===== config.mk =====
export PLATFORM = sky130hd
export DESIGN_NAME = jbi_jbus_out_seq_flat
export DESIGN_NICKNAME = d
export VERILOG_FILES = /design/src/rtl/jbi_out_pkg.sv /design/src/rtl/jbi_jbus_out_seq_if.sv /design/src/rtl/jbi_out_rr2.sv /design/src/rtl/jbi_jbus_out_seq.sv /design/src/flat_wrapper.sv
export SDC_FILE = /design/constraint.sdc
export NUM_CORES = 1
export LEC_CHECK = 0
export ABC_CLOCK_PERIOD_IN_PS = 2100
export CAP_MARGIN = 20
export CORE_MARGIN = 10
export CORE_UTILIZATION = 55
export DETAILED_ROUTE_END_ITERATION = 12
export DONT_BUFFER_PORTS = 1
export PLACE_DENSITY = 0.75
export SETUP_SLACK_MARGIN = 0.2
export SLEW_MARGIN = 20
export SYNTH_ARGS = -nofsm -noshare
export SYNTH_HDL_FRONTEND = slang
export SYNTH_HIERARCHICAL = 1
export SYNTH_SLANG_ARGS = --single-unit

===== constraint.sdc =====
create_clock -name clk -period 2.1 [get_ports clk]
set_input_delay 0.105 -clock clk [delete_from_list [all_inputs] [get_ports clk]]
set_output_delay 0.105 -clock clk [all_outputs]
set_load 0.02 [all_outputs]

===== src/rtl/jbi_out_pkg.sv =====
// Shared encodings for the JBus output sequencer: FSM states, source selects, default length width.
package jbi_out_pkg;

  localparam int LEN_W_DEF = 4;

  typedef enum logic [1:0] {
    IDLE = 2'd0,
    REQ  = 2'd1,
    SEND = 2'd2
  } state_t;

  localparam logic SEL_PIO = 1'b0;
  localparam logic SEL_DQ  = 1'b1;

endpackage


===== src/rtl/jbi_jbus_out_seq_if.sv =====
// Queue-head, arbiter and J_AD-datapath handshake bundle around the output sequencer.
// Perf counter outputs exist only when JBI_OUT_SEQ_PERF_EN is defined.
interface jbi_jbus_out_seq_if #(parameter int LEN_W = jbi_out_pkg::LEN_W_DEF);

  logic             pio_valid;
  logic [LEN_W-1:0] pio_len;
  logic             dq_valid;
  logic [LEN_W-1:0] dq_len;
  logic             aok_on;
  logic             dok_on;
  logic             grant;
  logic             multiple_ok;
  logic             int_req;
  logic             multiple_in_progress;
  logic             stream_break_point;
  logic             have_trans_waiting;
  logic             piorqq_req;
  logic             int_requestor_piorqq;
  logic             pio_pop;
  logic             dq_pop;
  logic             out_vld;
  logic             out_sel;
  logic             out_first;
  logic             out_last;
`ifdef JBI_OUT_SEQ_PERF_EN
  logic [31:0]      perf_beats;
  logic [31:0]      perf_req_stall;
`endif

  modport master (
`ifdef JBI_OUT_SEQ_PERF_EN
    output perf_beats, perf_req_stall,
`endif
    input  pio_valid, pio_len, dq_valid, dq_len, aok_on, dok_on, grant, multiple_ok,
    output int_req, multiple_in_progress, stream_break_point, have_trans_waiting,
           piorqq_req, int_requestor_piorqq, pio_pop, dq_pop,
           out_vld, out_sel, out_first, out_last
  );

  modport slave (
`ifdef JBI_OUT_SEQ_PERF_EN
    input  perf_beats, perf_req_stall,
`endif
    output pio_valid, pio_len, dq_valid, dq_len, aok_on, dok_on, grant, multiple_ok,
    input  int_req, multiple_in_progress, stream_break_point, have_trans_waiting,
           piorqq_req, int_requestor_piorqq, pio_pop, dq_pop,
           out_vld, out_sel, out_first, out_last
  );

endinterface


===== src/rtl/jbi_out_rr2.sv =====
// Two-way round-robin picker: elig[0] = PIORQQ, elig[1] = DQ; combinational, no backpressure.
module jbi_out_rr2
  import jbi_out_pkg::*;
(
  input  logic [1:0] elig,
  input  logic       last_sel,
  output logic       pick,
  output logic       any
);

  assign any = |elig;

  always_comb begin
    pick = elig[1];
    if (&elig) pick = ~last_sel;
  end

endmodule


===== src/rtl/jbi_jbus_out_seq.sv =====
// JBus output sequencer: picks PIORQQ/DQ packets, requests the arbiter, strobes one beat per cycle.
// Beats issue in the grant/multiple_ok cycle; optional perf counters under JBI_OUT_SEQ_PERF_EN.
module jbi_jbus_out_seq
  import jbi_out_pkg::*;
#(
  parameter int LEN_W = LEN_W_DEF
) (
  input  logic                  clk,
  input  logic                  rst_l,
  jbi_jbus_out_seq_if.master    bus
);

  localparam logic [LEN_W-1:0] LEN_ONE = 1;

  state_t           state;
  logic             cur_sel;
  logic             last_sel;
  logic [LEN_W-1:0] cur_len;
  logic [LEN_W-1:0] cnt;

  logic             pio_elig, dq_elig;
  logic             pick, any, rr_last;
  logic [LEN_W-1:0] next_len;
  logic             in_req, in_send;
  logic             issue_single, issue_multi, send_last;
  logic             beat, pkt_end, load;

  assign pio_elig = bus.pio_valid && bus.aok_on;
  assign dq_elig  = bus.dq_valid && bus.dok_on;

  // At a packet boundary the packet just finished counts as the most recent winner.
  assign rr_last = pkt_end ? cur_sel : last_sel;

  jbi_out_rr2 u_rr (
    .elig     ({dq_elig, pio_elig}),
    .last_sel (rr_last),
    .pick     (pick),
    .any      (any)
  );

  assign next_len     = pick ? bus.dq_len : bus.pio_len;
  assign in_req       = (state == REQ);
  assign in_send      = (state == SEND);
  assign issue_single = in_req && (cur_len == LEN_ONE) && bus.grant;
  assign issue_multi  = in_req && (cur_len > LEN_ONE) && bus.multiple_ok;
  assign send_last    = in_send && (cnt == LEN_ONE);
  assign beat         = issue_single || issue_multi || in_send;
  assign pkt_end      = issue_single || send_last;
  assign load         = ((state == IDLE) || pkt_end) && any;

  assign bus.int_req              = in_req || in_send;
  assign bus.multiple_in_progress = in_send || issue_multi;
  assign bus.stream_break_point   = pkt_end;
  assign bus.have_trans_waiting   = pio_elig || dq_elig || (state != IDLE);
  assign bus.piorqq_req           = bus.pio_valid;
  assign bus.int_requestor_piorqq = (in_req || in_send) && (cur_sel == SEL_PIO);
  assign bus.out_vld              = beat;
  assign bus.out_sel              = cur_sel;
  assign bus.out_first            = issue_single || issue_multi;
  assign bus.out_last             = pkt_end;
  assign bus.pio_pop              = beat && (cur_sel == SEL_PIO);
  assign bus.dq_pop               = beat && (cur_sel == SEL_DQ);

  always_ff @(posedge clk) begin
    if (!rst_l) begin
      state    <= IDLE;
      cur_sel  <= SEL_PIO;
      last_sel <= SEL_DQ;
      cur_len  <= '0;
      cnt      <= '0;
    end else begin
      if (load) begin
        cur_sel <= pick;
        cur_len <= next_len;
      end
      if (pkt_end) last_sel <= cur_sel;
      case (state)
        IDLE: if (any) state <= REQ;
        // A latched head is committed: losing aok/dok here does not abandon it.
        REQ: begin
          if (issue_multi) begin
            cnt   <= cur_len - LEN_ONE;
            state <= SEND;
          end else if (issue_single) begin
            state <= any ? REQ : IDLE;
          end
        end
        SEND: begin
          cnt <= cnt - LEN_ONE;
          if (send_last) state <= any ? REQ : IDLE;
        end
        default: state <= IDLE;
      endcase
    end
  end

`ifdef JBI_OUT_SEQ_PERF_EN
  logic [31:0] perf_beats_q, perf_stall_q;

  always_ff @(posedge clk) begin
    if (!rst_l) begin
      perf_beats_q <= '0;
      perf_stall_q <= '0;
    end else begin
      if (beat && !(&perf_beats_q)) perf_beats_q <= perf_beats_q + 32'd1;
      if (in_req && !issue_single && !issue_multi && !(&perf_stall_q))
        perf_stall_q <= perf_stall_q + 32'd1;
    end
  end

  assign bus.perf_beats     = perf_beats_q;
  assign bus.perf_req_stall = perf_stall_q;
`endif

  a_len_nonzero: assert property (@(posedge clk) disable iff (!rst_l) load |-> (next_len != '0));

endmodule


===== src/flat_wrapper.sv =====
// flat-port wrapper written by rule: the top's interface ports become plain ports
module jbi_jbus_out_seq_flat import jbi_out_pkg::*;
#(
  parameter int LEN_W = LEN_W_DEF
)
  (clk, rst_l, bus_pio_valid, bus_pio_len, bus_dq_valid, bus_dq_len, bus_aok_on, bus_dok_on, bus_grant, bus_multiple_ok, bus_int_req, bus_multiple_in_progress, bus_stream_break_point, bus_have_trans_waiting, bus_piorqq_req, bus_int_requestor_piorqq, bus_pio_pop, bus_dq_pop, bus_out_vld, bus_out_sel, bus_out_first, bus_out_last);
  jbi_jbus_out_seq_if #(.LEN_W(LEN_W)) bus_i ();
  input  logic clk;
  input  logic rst_l;
  input wire logic [$bits(bus_i.pio_valid)-1:0] bus_pio_valid;
  input wire logic [$bits(bus_i.pio_len)-1:0] bus_pio_len;
  input wire logic [$bits(bus_i.dq_valid)-1:0] bus_dq_valid;
  input wire logic [$bits(bus_i.dq_len)-1:0] bus_dq_len;
  input wire logic [$bits(bus_i.aok_on)-1:0] bus_aok_on;
  input wire logic [$bits(bus_i.dok_on)-1:0] bus_dok_on;
  input wire logic [$bits(bus_i.grant)-1:0] bus_grant;
  input wire logic [$bits(bus_i.multiple_ok)-1:0] bus_multiple_ok;
  output wire logic [$bits(bus_i.int_req)-1:0] bus_int_req;
  output wire logic [$bits(bus_i.multiple_in_progress)-1:0] bus_multiple_in_progress;
  output wire logic [$bits(bus_i.stream_break_point)-1:0] bus_stream_break_point;
  output wire logic [$bits(bus_i.have_trans_waiting)-1:0] bus_have_trans_waiting;
  output wire logic [$bits(bus_i.piorqq_req)-1:0] bus_piorqq_req;
  output wire logic [$bits(bus_i.int_requestor_piorqq)-1:0] bus_int_requestor_piorqq;
  output wire logic [$bits(bus_i.pio_pop)-1:0] bus_pio_pop;
  output wire logic [$bits(bus_i.dq_pop)-1:0] bus_dq_pop;
  output wire logic [$bits(bus_i.out_vld)-1:0] bus_out_vld;
  output wire logic [$bits(bus_i.out_sel)-1:0] bus_out_sel;
  output wire logic [$bits(bus_i.out_first)-1:0] bus_out_first;
  output wire logic [$bits(bus_i.out_last)-1:0] bus_out_last;
  assign bus_i.pio_valid = bus_pio_valid;
  assign bus_i.pio_len = bus_pio_len;
  assign bus_i.dq_valid = bus_dq_valid;
  assign bus_i.dq_len = bus_dq_len;
  assign bus_i.aok_on = bus_aok_on;
  assign bus_i.dok_on = bus_dok_on;
  assign bus_i.grant = bus_grant;
  assign bus_i.multiple_ok = bus_multiple_ok;
  assign bus_int_req = bus_i.int_req;
  assign bus_multiple_in_progress = bus_i.multiple_in_progress;
  assign bus_stream_break_point = bus_i.stream_break_point;
  assign bus_have_trans_waiting = bus_i.have_trans_waiting;
  assign bus_piorqq_req = bus_i.piorqq_req;
  assign bus_int_requestor_piorqq = bus_i.int_requestor_piorqq;
  assign bus_pio_pop = bus_i.pio_pop;
  assign bus_dq_pop = bus_i.dq_pop;
  assign bus_out_vld = bus_i.out_vld;
  assign bus_out_sel = bus_i.out_sel;
  assign bus_out_first = bus_i.out_first;
  assign bus_out_last = bus_i.out_last;
  jbi_jbus_out_seq #(.LEN_W(LEN_W)) u_core (.clk(clk), .rst_l(rst_l), .bus(bus_i));
endmodule

==> impl_metrics.py <==
metrics = {
    "synthesis": {
        "syn_area_um2": 962,
        "yosys.cell_types.count": 38,
        "synth_nets": 140,
        "synth_cells": 116,
        "ys_seq_area_share_pct": 25.0,
        "syn_avg_cell_area_um2": 8.29,
        "synth-edff-count": 0,
        "synthFlopType": "dfxtp_1",
        "async_reset_ff_share_pct": 0,
        "yosys_warnings": 6,
        "ys_ff_latch": 12,
    },
    "sta": {
        "fin_tns_setup_ps": 0,
        "timing.final.crit_period_ps": 2070,
        "hold_viol": 5,
        "hold_slack_ps": -49.7,
        "setup_slack_ps": 30.5,
        "rsz0062_at_grt": "yes",
        "drv_slew": 0,
        "skew_ps": 2.19,
        "setup_viol": 0,
        "relSlewSlack_pct": 71.0,
        "fmaxAchievable_ghz": 0.483,
        "tightest_slew_ps": 435,
        "period_share_pct": 98.5,
    },
    "outcome": {
        "status": "complete, but fails checks",
        "violations": "negative hold slack",
    },
    "route": {
        "antenna_left": 0,
        "wl_per_cell_um": 17.9,
        "vias": 881,
        "routed_wl_um": 2600,
        "drtIter0Drc": 23,
        "first_pass_iters": 4,
        "post-route-drc-count": 0,
        "viasPerCell": 6.08,
    },
    "clock_tree": {
        "cts_tree": "done",
        "cts_sinks": 12,
        "clkTransAtPathRegs_ps": 80,
        "htree_levels": 1,
        "cts_made_buffers": 3,
        "cts_root_buf": "clkbuf_4",
        "clock_path_buffers": 2,
        "clock_latency_ps": 280,
    },
    "global_route": {
        "antenna_found_initial": 0,
        "grt_pass1_wl_um": 3950,
        "grt_pass1_vias": 864,
        "gr-total-overflow": 0,
        "grt_usage_pct": 13.8,
        "grt_max_degree": 18,
    },
    "die": {
        "die_w_um": 61.8,
        "initial_core_util_pct": 57.0,
        "fp.coreArea_mm2": 0.00169,
        "die_h_um": 61.8,
        "die_area_mm2": 0.00382,
        "rows": 15,
        "io_pins": 28,
    },
    "placement": {
        "numPortBuffers": 0,
        "dp_slack_ps": 12.7,
        "gp_congestion": 0.794,
        "dpl.hpwl_um": 1850,
    },
    "power_and_ir_drop": {
        "p_leak_nw": 0.486,
        "power.density_mw_per_mm2": 609,
        "ir_drop_mv": 0.446,
    },
    "critical_path": {
        "critPathArrivalTime_ps": 2230,
        "cp-start-kind": "flip-flop",
        "crit_path_end_kind": "flip-flop",
        "cp_max_fo": 5,
        "crit_required_ps": 2260,
        "crit_type": "reg -> reg",
    },
    "cells_and_area": {
        "num_antenna_cells": 0,
        "seqCellArea_um2": 246,
        "multiInputGateArea_um2": 788,
        "synthToLayoutAreaGrowth_pct": 29.9,
        "drive_gt1_share_pct": 33.6,
        "fillers": 116,
        "nNetsFinal": 153,
    },
    "hold_path": {
        "hold_class": "in -> reg",
    },
    "flow_run": {
        "max-cap-violations": 0,
    },
}
## registers in the layout (all words and copies together), names as in the netlist
register            cells
u_core/cnt              4
u_core/cur_len          4
u_core/state            2
u_core/bus.out_sel      1
u_core/last_sel         1
## stage by stage
stage / power [W] / instances / area [um2] / hold slack [ps] / util (%)
after detailed placement: 0.000531 / 132 / 1070 / 210 / 63.6
after CTS: 0.000746 / 143 / 1200 / -51.7 / 71.3
after floorplan: 0.000488 / 116 / 1040 / 323 / -
after global placement: 0.000525 / 132 / 1070 / 210 / 63.6
final: 0.000762 / 145 / 1250 / -49.7 / 74.0
after global routing: 0.000808 / 145 / 1250 / -59.6 / 74.0
## cell usage after synthesis (all sizes together) (2+ instances only)
master / number / area [um2]
nand2: 17 / 63.8
dfxtp: 12 / 240
ha: 8 / 100
inv: 8 / 30.0
mux2i: 7 / 70.1
nor2b: 6 / 37.5
mux2: 5 / 56.3
o21ai: 5 / 28.8
a21oi: 4 / 20.0
clkbuf: 4 / 16.3
o22ai: 4 / 25.0
a211oi: 3 / 22.5
buf: 3 / 20.0
nand2b: 3 / 18.8
a21boi: 2 / 15.0
and2: 2 / 12.5
nor2: 2 / 7.51
or2: 2 / 12.5
or3: 2 / 13.8
or3b: 2 / 17.5
xnor2: 2 / 17.5
## cell type report
cell class,instances,area share [%]
multi-input combinational,89,63.1
sequential,12,19.7
timing repair buffer,15,10.2
clock buffer,4,2.90
inverter,8,2.40
tap,17,1.70
## power breakdown
part           switching, W  internal [W]
sequential        0.0000215      0.000248
combinational      0.000161      0.000137
clock             0.0000883      0.000106
## worst paths after layout
check | from | end | slack, ps | depth (start not counted)
hold reg to reg | u_core/cnt[1]$_SDFFE_PN0P_ | u_core/cnt[1]$_SDFFE_PN0P_ | 500 | 2
setup / recovery | u_core/cur_len[1]$_SDFFE_PN0P_ | u_core/cur_len[2]$_SDFFE_PN0P_ | 30 | 9
hold / removal | rst_l | u_core/cur_len[0]$_SDFFE_PN0P_ | -50 | 2
setup reg to reg | u_core/cur_len[1]$_SDFFE_PN0P_ | u_core/cur_len[2]$_SDFFE_PN0P_ | 30 | 9
## layer usage
metal	routed length, um	vias to the layer above	track usage (%)
li1	-	435	-
met1	1110	423	15.3
met2	1320	19	23.6
met3	140	4	3.66
met4	36	0	6.69
met5	0	-	0
## cell families after synthesis
group	Yosys count	synth area share, %
muxes	12	13.1
adders and majority gates	8	10.4
xor gates and xnor gates	2	1.82
and+or+nand+nor	41	23.4
buffers and inverters	15	6.89
AOI/OAI and AO/OA	26	19.4
DFF	12	25.0
## cell usage in the layout (no fill, tap or decap), types with 3 or more instances in the layout
master and n:
nand2_1 14, buf_4 9, dfxtp_1 9, mux2i_1 7, ha_1 6, dlygate4sd3_1 6, inv_1 5, nor2b_1 5
mux2_4 5, a21oi_1 4, o21ai_0 4, o22ai_1 4, clkbuf_4 3, inv_2 3, nand2_2 3
## what timing repair did
item,in CTS,in global routing
resized for setup,8,6
gates cloned,0,0
endpoints found under the setup margin,8,8
pin swaps,6,1
setup buffers,2,1
endpoints found under the hold margin,9,5
hold buffers,5,1
## worst max-delay path, stage by stage (launching register included)
cell       delay (ps)
dfxtp_2           330
inv_2              70
ha_4              120
and4bb_4          260
o2bb2ai_4         130
mux2_4            340
a21boi_4          240
mux2_4            330
nand2_2            60
mux2i_1            60
No activity file was read; power rests on OpenSTA's default activity.
